**src/rtl/axil_cfg_master.sv**
```systemverilog
// axil_cfg_master: turns single-word register read/write commands from a
// valid/ready stream into one AXI4-Lite transaction each, one outstanding at
// a time, and returns BRESP/RRESP (plus read data) on a response stream.
// A saturating counter tracks every non-OKAY response.
module axil_cfg_master #(
  parameter int         ADDR_WIDTH = 40,
  parameter int         DATA_WIDTH = 32,
  parameter int         STRB_WIDTH = DATA_WIDTH / 8,
  parameter logic [2:0] PROT       = 3'b000,
  parameter int         ERR_CNT_W  = 16
) (
  input  logic                  clk,
  input  logic                  rstn,
  // command stream
  input  logic                  cmd_valid,
  output logic                  cmd_ready,
  input  logic                  cmd_write,
  input  logic [ADDR_WIDTH-1:0] cmd_addr,
  input  logic [DATA_WIDTH-1:0] cmd_wdata,
  input  logic [STRB_WIDTH-1:0] cmd_wstrb,
  // response stream
  output logic                  rsp_valid,
  input  logic                  rsp_ready,
  output logic                  rsp_write,
  output logic [DATA_WIDTH-1:0] rsp_rdata,
  output logic [1:0]            rsp_resp,
  output logic [ERR_CNT_W-1:0]  err_count,
  output logic                  busy,
  // AXI4-Lite write address / data / response
  output logic [ADDR_WIDTH-1:0] m_axil_awaddr,
  output logic [2:0]            m_axil_awprot,
  output logic                  m_axil_awvalid,
  input  logic                  m_axil_awready,
  output logic [DATA_WIDTH-1:0] m_axil_wdata,
  output logic [STRB_WIDTH-1:0] m_axil_wstrb,
  output logic                  m_axil_wvalid,
  input  logic                  m_axil_wready,
  input  logic [1:0]            m_axil_bresp,
  input  logic                  m_axil_bvalid,
  output logic                  m_axil_bready,
  // AXI4-Lite read address / data
  output logic [ADDR_WIDTH-1:0] m_axil_araddr,
  output logic [2:0]            m_axil_arprot,
  output logic                  m_axil_arvalid,
  input  logic                  m_axil_arready,
  input  logic [DATA_WIDTH-1:0] m_axil_rdata,
  input  logic [1:0]            m_axil_rresp,
  input  logic                  m_axil_rvalid,
  output logic                  m_axil_rready
);

  // Low address bits below the word size are forced to zero so every
  // access is word aligned on the bus.
  localparam int ADDR_LSB = $clog2(STRB_WIDTH);
  localparam logic [ADDR_WIDTH-1:0] ADDR_KEEP =
    ~ADDR_WIDTH'((64'd1 << ADDR_LSB) - 64'd1);

  typedef enum logic [2:0] {
    IDLE  = 3'd0,
    WR    = 3'd1,
    WR_B  = 3'd2,
    RD_AR = 3'd3,
    RD_R  = 3'd4,
    RSP   = 3'd5
  } state_t;

  state_t                state_q, state_d;
  logic [ADDR_WIDTH-1:0] awaddr_q, awaddr_d;
  logic [DATA_WIDTH-1:0] wdata_q, wdata_d;
  logic [STRB_WIDTH-1:0] wstrb_q, wstrb_d;
  logic [ADDR_WIDTH-1:0] araddr_q, araddr_d;
  logic                  awvalid_q, awvalid_d;
  logic                  wvalid_q, wvalid_d;
  logic                  arvalid_q, arvalid_d;
  logic                  bready_q, bready_d;
  logic                  rready_q, rready_d;
  logic                  rsp_valid_q, rsp_valid_d;
  logic                  rsp_write_q, rsp_write_d;
  logic [DATA_WIDTH-1:0] rsp_rdata_q, rsp_rdata_d;
  logic [1:0]            rsp_resp_q, rsp_resp_d;
  logic [ERR_CNT_W-1:0]  err_q, err_d;

  // Saturating increment of the error counter for a non-OKAY response.
  function automatic logic [ERR_CNT_W-1:0] err_next(
    input logic [ERR_CNT_W-1:0] cnt,
    input logic [1:0]           resp
  );
    logic [ERR_CNT_W-1:0] res;
    res = cnt;
    if ((resp != 2'b00) && (cnt != {ERR_CNT_W{1'b1}})) begin
      res = cnt + ERR_CNT_W'(1);
    end else begin
      res = cnt;
    end
    return res;
  endfunction

  // Next-state and next-output decode; handshake-facing outputs are
  // registered from the next state so they line up with state entry.
  always_comb begin
    state_d     = state_q;
    awaddr_d    = awaddr_q;
    wdata_d     = wdata_q;
    wstrb_d     = wstrb_q;
    araddr_d    = araddr_q;
    awvalid_d   = awvalid_q;
    wvalid_d    = wvalid_q;
    arvalid_d   = arvalid_q;
    rsp_write_d = rsp_write_q;
    rsp_rdata_d = rsp_rdata_q;
    rsp_resp_d  = rsp_resp_q;
    err_d       = err_q;

    case (state_q)
      IDLE: begin
        if (cmd_valid) begin
          if (cmd_write) begin
            awaddr_d  = cmd_addr & ADDR_KEEP;
            wdata_d   = cmd_wdata;
            wstrb_d   = cmd_wstrb;
            awvalid_d = 1'b1;
            wvalid_d  = 1'b1;
            state_d   = WR;
          end else begin
            araddr_d  = cmd_addr & ADDR_KEEP;
            arvalid_d = 1'b1;
            state_d   = RD_AR;
          end
        end else begin
          state_d = IDLE;
        end
      end
      WR: begin
        // AW and W retire independently; move on once both are done,
        // including when both complete in this very cycle.
        if (awvalid_q && m_axil_awready) begin
          awvalid_d = 1'b0;
        end else begin
          awvalid_d = awvalid_q;
        end
        if (wvalid_q && m_axil_wready) begin
          wvalid_d = 1'b0;
        end else begin
          wvalid_d = wvalid_q;
        end
        if ((!awvalid_q || m_axil_awready) && (!wvalid_q || m_axil_wready)) begin
          state_d = WR_B;
        end else begin
          state_d = WR;
        end
      end
      WR_B: begin
        if (m_axil_bvalid) begin
          rsp_resp_d  = m_axil_bresp;
          rsp_write_d = 1'b1;
          rsp_rdata_d = '0;
          err_d       = err_next(err_q, m_axil_bresp);
          state_d     = RSP;
        end else begin
          state_d = WR_B;
        end
      end
      RD_AR: begin
        if (m_axil_arready) begin
          arvalid_d = 1'b0;
          state_d   = RD_R;
        end else begin
          state_d = RD_AR;
        end
      end
      RD_R: begin
        if (m_axil_rvalid) begin
          rsp_resp_d  = m_axil_rresp;
          rsp_write_d = 1'b0;
          rsp_rdata_d = m_axil_rdata;
          err_d       = err_next(err_q, m_axil_rresp);
          state_d     = RSP;
        end else begin
          state_d = RD_R;
        end
      end
      RSP: begin
        if (rsp_ready) begin
          state_d = IDLE;
        end else begin
          state_d = RSP;
        end
      end
      default: begin
        state_d   = IDLE;
        awvalid_d = 1'b0;
        wvalid_d  = 1'b0;
        arvalid_d = 1'b0;
      end
    endcase

    bready_d    = (state_d == WR_B);
    rready_d    = (state_d == RD_R);
    rsp_valid_d = (state_d == RSP);
  end

  // State and registered-output storage; reset aborts any transaction.
  always_ff @(posedge clk or negedge rstn) begin
    if (!rstn) begin
      state_q     <= IDLE;
      awaddr_q    <= '0;
      wdata_q     <= '0;
      wstrb_q     <= '0;
      araddr_q    <= '0;
      awvalid_q   <= 1'b0;
      wvalid_q    <= 1'b0;
      arvalid_q   <= 1'b0;
      bready_q    <= 1'b0;
      rready_q    <= 1'b0;
      rsp_valid_q <= 1'b0;
      rsp_write_q <= 1'b0;
      rsp_rdata_q <= '0;
      rsp_resp_q  <= 2'b00;
      err_q       <= '0;
    end else begin
      state_q     <= state_d;
      awaddr_q    <= awaddr_d;
      wdata_q     <= wdata_d;
      wstrb_q     <= wstrb_d;
      araddr_q    <= araddr_d;
      awvalid_q   <= awvalid_d;
      wvalid_q    <= wvalid_d;
      arvalid_q   <= arvalid_d;
      bready_q    <= bready_d;
      rready_q    <= rready_d;
      rsp_valid_q <= rsp_valid_d;
      rsp_write_q <= rsp_write_d;
      rsp_rdata_q <= rsp_rdata_d;
      rsp_resp_q  <= rsp_resp_d;
      err_q       <= err_d;
    end
  end

  assign cmd_ready      = (state_q == IDLE);
  assign busy           = (state_q != IDLE);
  assign rsp_valid      = rsp_valid_q;
  assign rsp_write      = rsp_write_q;
  assign rsp_rdata      = rsp_rdata_q;
  assign rsp_resp       = rsp_resp_q;
  assign err_count      = err_q;
  assign m_axil_awaddr  = awaddr_q;
  assign m_axil_awprot  = PROT;
  assign m_axil_awvalid = awvalid_q;
  assign m_axil_wdata   = wdata_q;
  assign m_axil_wstrb   = wstrb_q;
  assign m_axil_wvalid  = wvalid_q;
  assign m_axil_bready  = bready_q;
  assign m_axil_araddr  = araddr_q;
  assign m_axil_arprot  = PROT;
  assign m_axil_arvalid = arvalid_q;
  assign m_axil_rready  = rready_q;

endmodule

```
**config.mk**
```make
export PLATFORM = sky130hd
export DESIGN_NAME = axil_cfg_master
export DESIGN_NICKNAME = d
export VERILOG_FILES = /design/src/rtl/axil_cfg_master.sv
export SDC_FILE = /design/constraint.sdc
export NUM_CORES = 1
export LEC_CHECK = 0
export CAP_MARGIN = 20
export CORE_MARGIN = 3
export CORE_UTILIZATION = 39
export CTS_CLUSTER_SIZE = 14
export DETAILED_ROUTE_END_ITERATION = 6
export GPL_ROUTABILITY_DRIVEN = 1
export PLACE_DENSITY = 0.78
export SYNTH_ARGS = -nofsm -noshare
export SYNTH_HDL_FRONTEND = slang
export SYNTH_SLANG_ARGS = --single-unit
export TNS_END_PERCENT = 20
```
**constraint.sdc**
```tcl
create_clock -name clk -period 1.85 [get_ports clk]
set_clock_uncertainty 0.1 [all_clocks]
set_input_delay 0.185 -clock clk [delete_from_list [all_inputs] [get_ports clk]]
set_output_delay 0.185 -clock clk [all_outputs]
set_load 0.05 [all_outputs]
```
==> flow_summary.toml, run 1 <==
[global_route]
grt_usage_pct = 19.9
grt_pass1_wl_mm = 30.9
globalRouteOverflowTotal = 0
grt_max_degree = 69
grt_pass1_vias = 5434
antenna_found_initial = 0

[sta]
tightest_slew_ns = 0.539
setup_ws_ns = -0.0600
finalHoldViolations = 0
max_freq_mhz = 524
maxSlewHeadroom_pct = 64.2
finalMaxSlewViolations = 0
period_share_pct = 103
period_needed_ns = 1.91
tns_ns = -1.18
setup_viol = 60
rsz0062_at_grt = "yes"

[pwr]
power_frac_seq_pct = 27.5
vdd_drop_max_uv = 1480
fin_total_pwr_mw = 23.1
switching_share_pct = 48.6
pwr-share-comb_pct = 57.2
power_density_nw_per_um2 = 2030
power.leakage_nw = 5.50
intPower_mw = 11.9
power.net_switching_mw = 11.2
p_clk_share_pct = 15.3

[synth]
avgSynthCellArea_um2 = 13.3
synth_edf_count = 0
synthTopCellsByCount = "172 x dfrtp_1, 75 x mux2_1, 75 x nand2_1"
synth_cell_type_count = 40
synth_top_area_share_pct = 60.5
yosysWarnings = 0
synth-main-ff-cell = "dfrtp_1"
yosys-top-cells-area = "dfrtp_1 61%, mux2_1 12%, mux2_4 8.0%"
netlist_instances = 533
ys_seq_elements = 172
syn_area_um2 = 7110
yosysMostFrequentCell = "dfrtp_1"
synth_seq_area_share_pct = 60.5
synthArstFlopShare_pct = 100
yosys.area.top_type = "dfrtp_1"

[routing]
detail_route.wl_per_cell_um = 19.3
drt_iter0_markers = 186
drc = 0
routed_wl_mm = 21.4
num_vias = 5439
final_antenna_net_count = 0
viasPerCell = 4.91
first_pass_iters = 4

[layout]
drive_gt1_share_pct = 30.6
final_nets = 993
n_antenna_cell = 0
final_area_um2 = 11400
fin_util_pct = 64.8
syn_to_final_growth_pct = 60.5
fillers = 1339

[critical_path]
arrival_ns = 2.13
cp-startpoint = "err_count[1]"
worstSetupPathType = "flip-flop to flip-flop"
critPathRequiredTime_ns = 2.07
regToRegSetupSlack_ns = -0.06
start_kind = "flip-flop"
cp_max_fo = 3
r2r_start = "err_count[1]"
endpoint_kind = "flip-flop"
rr_worst_depth = 6
crit_path_end = "err_count[1]"
worstReg2RegEnd = "err_count[1]"

[die]
start_util_pct = 40.4
ios = 303
die_h_um = 141
coreArea_um2 = 17600
die_w_um = 141
design.die.area_um2 = 19900
num_rows = 48

[cts]
clockBufferDepth = 2
clk_latency_ns = 0.42
cts_root_buf = "clkbuf_16"
cts.sinks = 172
tritoncts = "done"
cts_max_level = 4
numCtsBuffers = 17
path_clk_slew_ns = 0.07

[worst_hold_path]
hold_class = "input port to async pin"

[run_status]
failed_checks = "setup timing"
status = "finished, violations left"

[flow_run]
drv_cap = 0

[placed_design]
place.gp.congestion = 0.813
dpl.hpwl_mm = 14.5
dpl_cell_area_um2 = 10400
port_buffers = 290
## timing repair
action                     4_1_cts  5_1_grt
hold buffers                     1        0
hold endpoints to repair       172        0
pin swaps                        5       12
cloned                           1        9
setup buffers                    0        5
setup endpoints to repair      241      141
resized for setup              124       81
## worst max-delay path, stage by stage (launching register included)
cell     delay [ns]
dfrtp_1        0.41
ha_4           0.16
nand4_1        0.18
nor4_4         0.37
o32ai_4        0.16
nand2_2        0.12
mux2_4         0.29
## final cells by class
class / instances / area [um2] / area share [%]
Multi-Input combinational cell: 321 / 2870 / 25.2
Sequential cell: 172 / 4310 / 37.7
Tap cell: 225 / 282 / 2.47
Clock inverter: 14 / 145 / 1.27
Timing Repair Buffer: 348 / 3330 / 29.1
Clock buffer: 18 / 439 / 3.85
Inverter: 10 / 40.0 / 0.351
## per-stage QoR
| stage | hold slack, ns | setup WS, ns | instances |
|---|---|---|---|
| global placement | 0.00837 | -0.164 | 1060 |
| floorplan | -0.211 | -0.454 | 542 |
| global route | 0.142 | -0.143 | 1108 |
| CTS | 0.113 | -0.0616 | 1094 |
| detailed placement | 0.0156 | -0.184 | 1060 |
| finish | 0.121 | -0.0600 | 1108 |
## power by group through the flow
stage                     combinational, mW  sequential (mW)  clock (mW)
after CTS                              12.3             6.29        3.63
after global routing                   13.8             6.59        3.79
after detailed placement               13.1             6.39           0
after floorplan                        2.66             12.1           0
after global placement                 12.9             6.30           0
final                                  13.2             6.36        3.54
## metal layers
metal / part of all wire, % / vias to the layer above / global-route usage [%]
li1: - / 2492 / -
met1: 41 / 2715 / 24.6
met2: 50 / 215 / 33.2
met3: 7.5 / 17 / 6.68
met4: 1.8 / 0 / 6.07
met5: 0 / - / 0
## cell usage in the layout, fill, tap and decap left out, drive strengths merged, types with 11 or more instances in the layout
master	count
buf	105
clkbuf	23
clkdlybuf4s50	118
dfrtp	172
dlygate4sd2	119
inv	20
mux2	113
nand2	75
nand4	11
o21ai	42
xnor2	15
## worst min path at each step
stage	end	slack, ns
2_1_floorplan	err_count[0]	-0.21
3_3_place_gp	err_count[13]	0.008
3_5_place_dp	err_count[3]	0.02
4_1_cts	err_count[13]	0.11
5_1_grt	err_count[3]	0.14
6_report	err_count[3]	0.12
## logic make-up (layout without fill, tap and decap cells)
kind of cell	Yosys count	count (layout)	synth area share, %
xor gates and xnor gates	15	15	1.85
buffers and inverters	50	390	4.17
AOI/OAI and AO/OA	52	52	4.43
DFF	172	172	60.5
and+or+nand+nor	127	128	8.60
adders and majority gates	1	1	0.176
other	1	10	0.0527
muxes	115	115	20.2
## flip-flops by register name (all words and copies together) (netlist names), 2 cells and up
register,flops
m_axil_araddr,38
m_axil_awaddr,38
m_axil_wdata,32
rsp_rdata,32
err_count,16
m_axil_wstrb,4
state_q,3
rsp_resp,2
Note: power is estimated with default switching activity, not from simulation.
==> inputs of run 2 (changes only) <==
- CTS_CLUSTER_DIAMETER: not set -> 60
==> results of run 2 <==
Final layout, timing and power as in run 1 (identical DEF).
==> inputs of run 3 (changes only) <==
- CORE_ASPECT_RATIO: not set -> 0.8
==> run 3 against run 2 <==
Effect of this change:
- the flow now finishes without violations
- clock power grew 4%
- worst hold slack improved by 0.032 ns
- cell area is 1.8% lower
- global-route usage is 1.1 points lower
- cell count increased by 0.18%
- total power fell by 2.3%
- setup slack gained 0.078 ns
- fmax up 4.3%
- sequential share of layout area rose by 0.71 points
- via count shrank 2.0%
- critical path type unchanged
- critical endpoint is now m_axil_wdata[29]
- largest power group unchanged
- highest routed layer unchanged
==> flow_summary.toml, run 3 (synthesis gave the netlist of run 1 again) <==
[run_status]
status = "finished clean"

[cts]
cts.sinks = 172
clockBufferDepth = 2
cts_root_buf = "clkbuf_16"
path_clk_slew_ns = 0.07
numCtsBuffers = 17
clk_latency_ns = 0.42
cts_max_level = 4
tritoncts = "done"

[routing]
routed_wl_mm = 19.5
final_antenna_net_count = 0
drt_iter0_markers = 201
drc = 0
detail_route.wl_per_cell_um = 17.6
viasPerCell = 4.80
num_vias = 5328
first_pass_iters = 4

[sta]
period_needed_ns = 1.83
whs_ns = 0.153
finalMaxSlewViolations = 0
tightest_slew_ns = 0.538
max_freq_mhz = 546
rsz0062_at_grt = "yes"
period_share_pct = 99.0
maxSlewHeadroom_pct = 64.2
finalHoldViolations = 0
setup_viol = 0

[pwr]
power_frac_seq_pct = 27.9
power.net_switching_mw = 10.9
power.leakage_nw = 5.39
power_density_nw_per_um2 = 2020
intPower_mw = 11.7
pwr-share-comb_pct = 55.8
p_clk_share_pct = 16.3
vdd_drop_max_uv = 1150
switching_share_pct = 48.3
fin_total_pwr_mw = 22.6

[layout]
regArea_um2 = 4310
syn_to_final_growth_pct = 57.5
drive_gt1_share_pct = 25.3
fin_cells = 1110
multi_input_area_um2 = 2680
final_cell_mix = "171 x dfrtp_1, 119 x dlygate4sd2_1, 118 x clkdlybuf4s50_1, 93 x buf_4, 75 x nand2_1"
fin_util_pct = 63.7
final_common_cell = "dfrtp_1"
fillers = 1383
final_nets = 995
n_antenna_cell = 0

[critical_path]
cp_max_fo = 7
critPathRequiredTime_ns = 2.06
endpoint_kind = "flip-flop"
worstSetupPathType = "flip-flop to flip-flop"
arrival_ns = 2.04
start_kind = "flip-flop"

[global_route]
grt_max_degree = 45
grt_pass1_vias = 5302
antenna_found_initial = 0
grt_pass1_wl_mm = 29.4
grt_usage_pct = 18.8
globalRouteOverflowTotal = 0

[die]
start_util_pct = 40.4
coreArea_um2 = 17600
ios = 303
die_h_um = 127
num_rows = 43
design.die.area_um2 = 19900
die_w_um = 157

[flow_run]
drv_cap = 0

[placed_design]
place.gp.congestion = 0.800
placed_cells = 1071
port_buffers = 290
dpl.hpwl_mm = 14.0

[worst_hold_path]
hold_class = "input port to async pin"
run 3: cell count changes in the layout (fill, tap and decap cells not counted), sizes merged:
cell	before	now
buf	105	109
bufinv	0	2
clkbuf	23	21
clkinvlp	0	2
inv	20	16
run 3: timing repair:
item                                   CTS  global route
gates resized for setup                124            37
setup endpoints to repair              214           112
setup buffers                            0             1
hold buffers                             1             0
endpoints found under the hold margin  172             0
pin swaps                                2             3
cloned                                   1             4
run 3: critical path: stages (launching register included):
cell and delay [ns]:
dfrtp_1 0.41, nor3_4 0.26, buf_6 0.14, and3_4 0.31, clkbuf_16 0.20, mux2_4 0.30
run 3: path summary, 6_finish.rpt:
kind                                  from                end  slack, ns  cells after the start
setup / recovery                state_q[2]   m_axil_wdata[29]       0.02                      5
hold / removal                        rstn  m_axil_awaddr[26]       0.15                      2
setup reg to reg                state_q[2]   m_axil_wdata[29]       0.02                      5
hold reg to reg              rsp_rdata[11]      rsp_rdata[11]       0.38                      2
max in group asynchronous             rstn   m_axil_araddr[3]       0.89                      3
min in group clk           m_axil_rdata[8]       rsp_rdata[8]       0.19                      3
run 3: final cells by class:
cell class | count | area share [%]
tap | 225 | 2.51
clock inverter | 14 | 1.59
multi-input combinational | 321 | 24.0
sequential | 172 | 38.4
clock buffer | 18 | 3.92
inverter | 10 | 0.358
timing repair buffer | 350 | 29.2
run 3: power by group through the flow:
stage                     Sequential [mW]  Combinational, mW  Clock [mW]
after floorplan                      12.1               2.66           0
after global placement               6.30               13.0           0
after detailed placement             6.37               13.1           0
after CTS                            6.28               12.3        3.78
after global routing                 6.51               13.2        3.94
final                                6.31               12.6        3.69
run 3: through the flow:
step | cell area [um2] | setup TNS (ns) | setup WS (ns)
floorplan | 7150 | -43.06 | -0.454
CTS | 11000 | -1.45 | -0.0659
detailed placement | 10400 | -7.25 | -0.143
global placement | 10400 | -5.84 | -0.119
finish | 11200 | 0 | 0.0180
global route | 11200 | -2.00 | -0.101
run 3: metal layers:
metal,routed length [um],track usage [%],vias to the layer above
met2,9510,31.2,194
met4,337,5.46,0
li1,-,-,2496
met5,0,0,-
met1,7940,23.3,2609
met3,1690,6.68,29
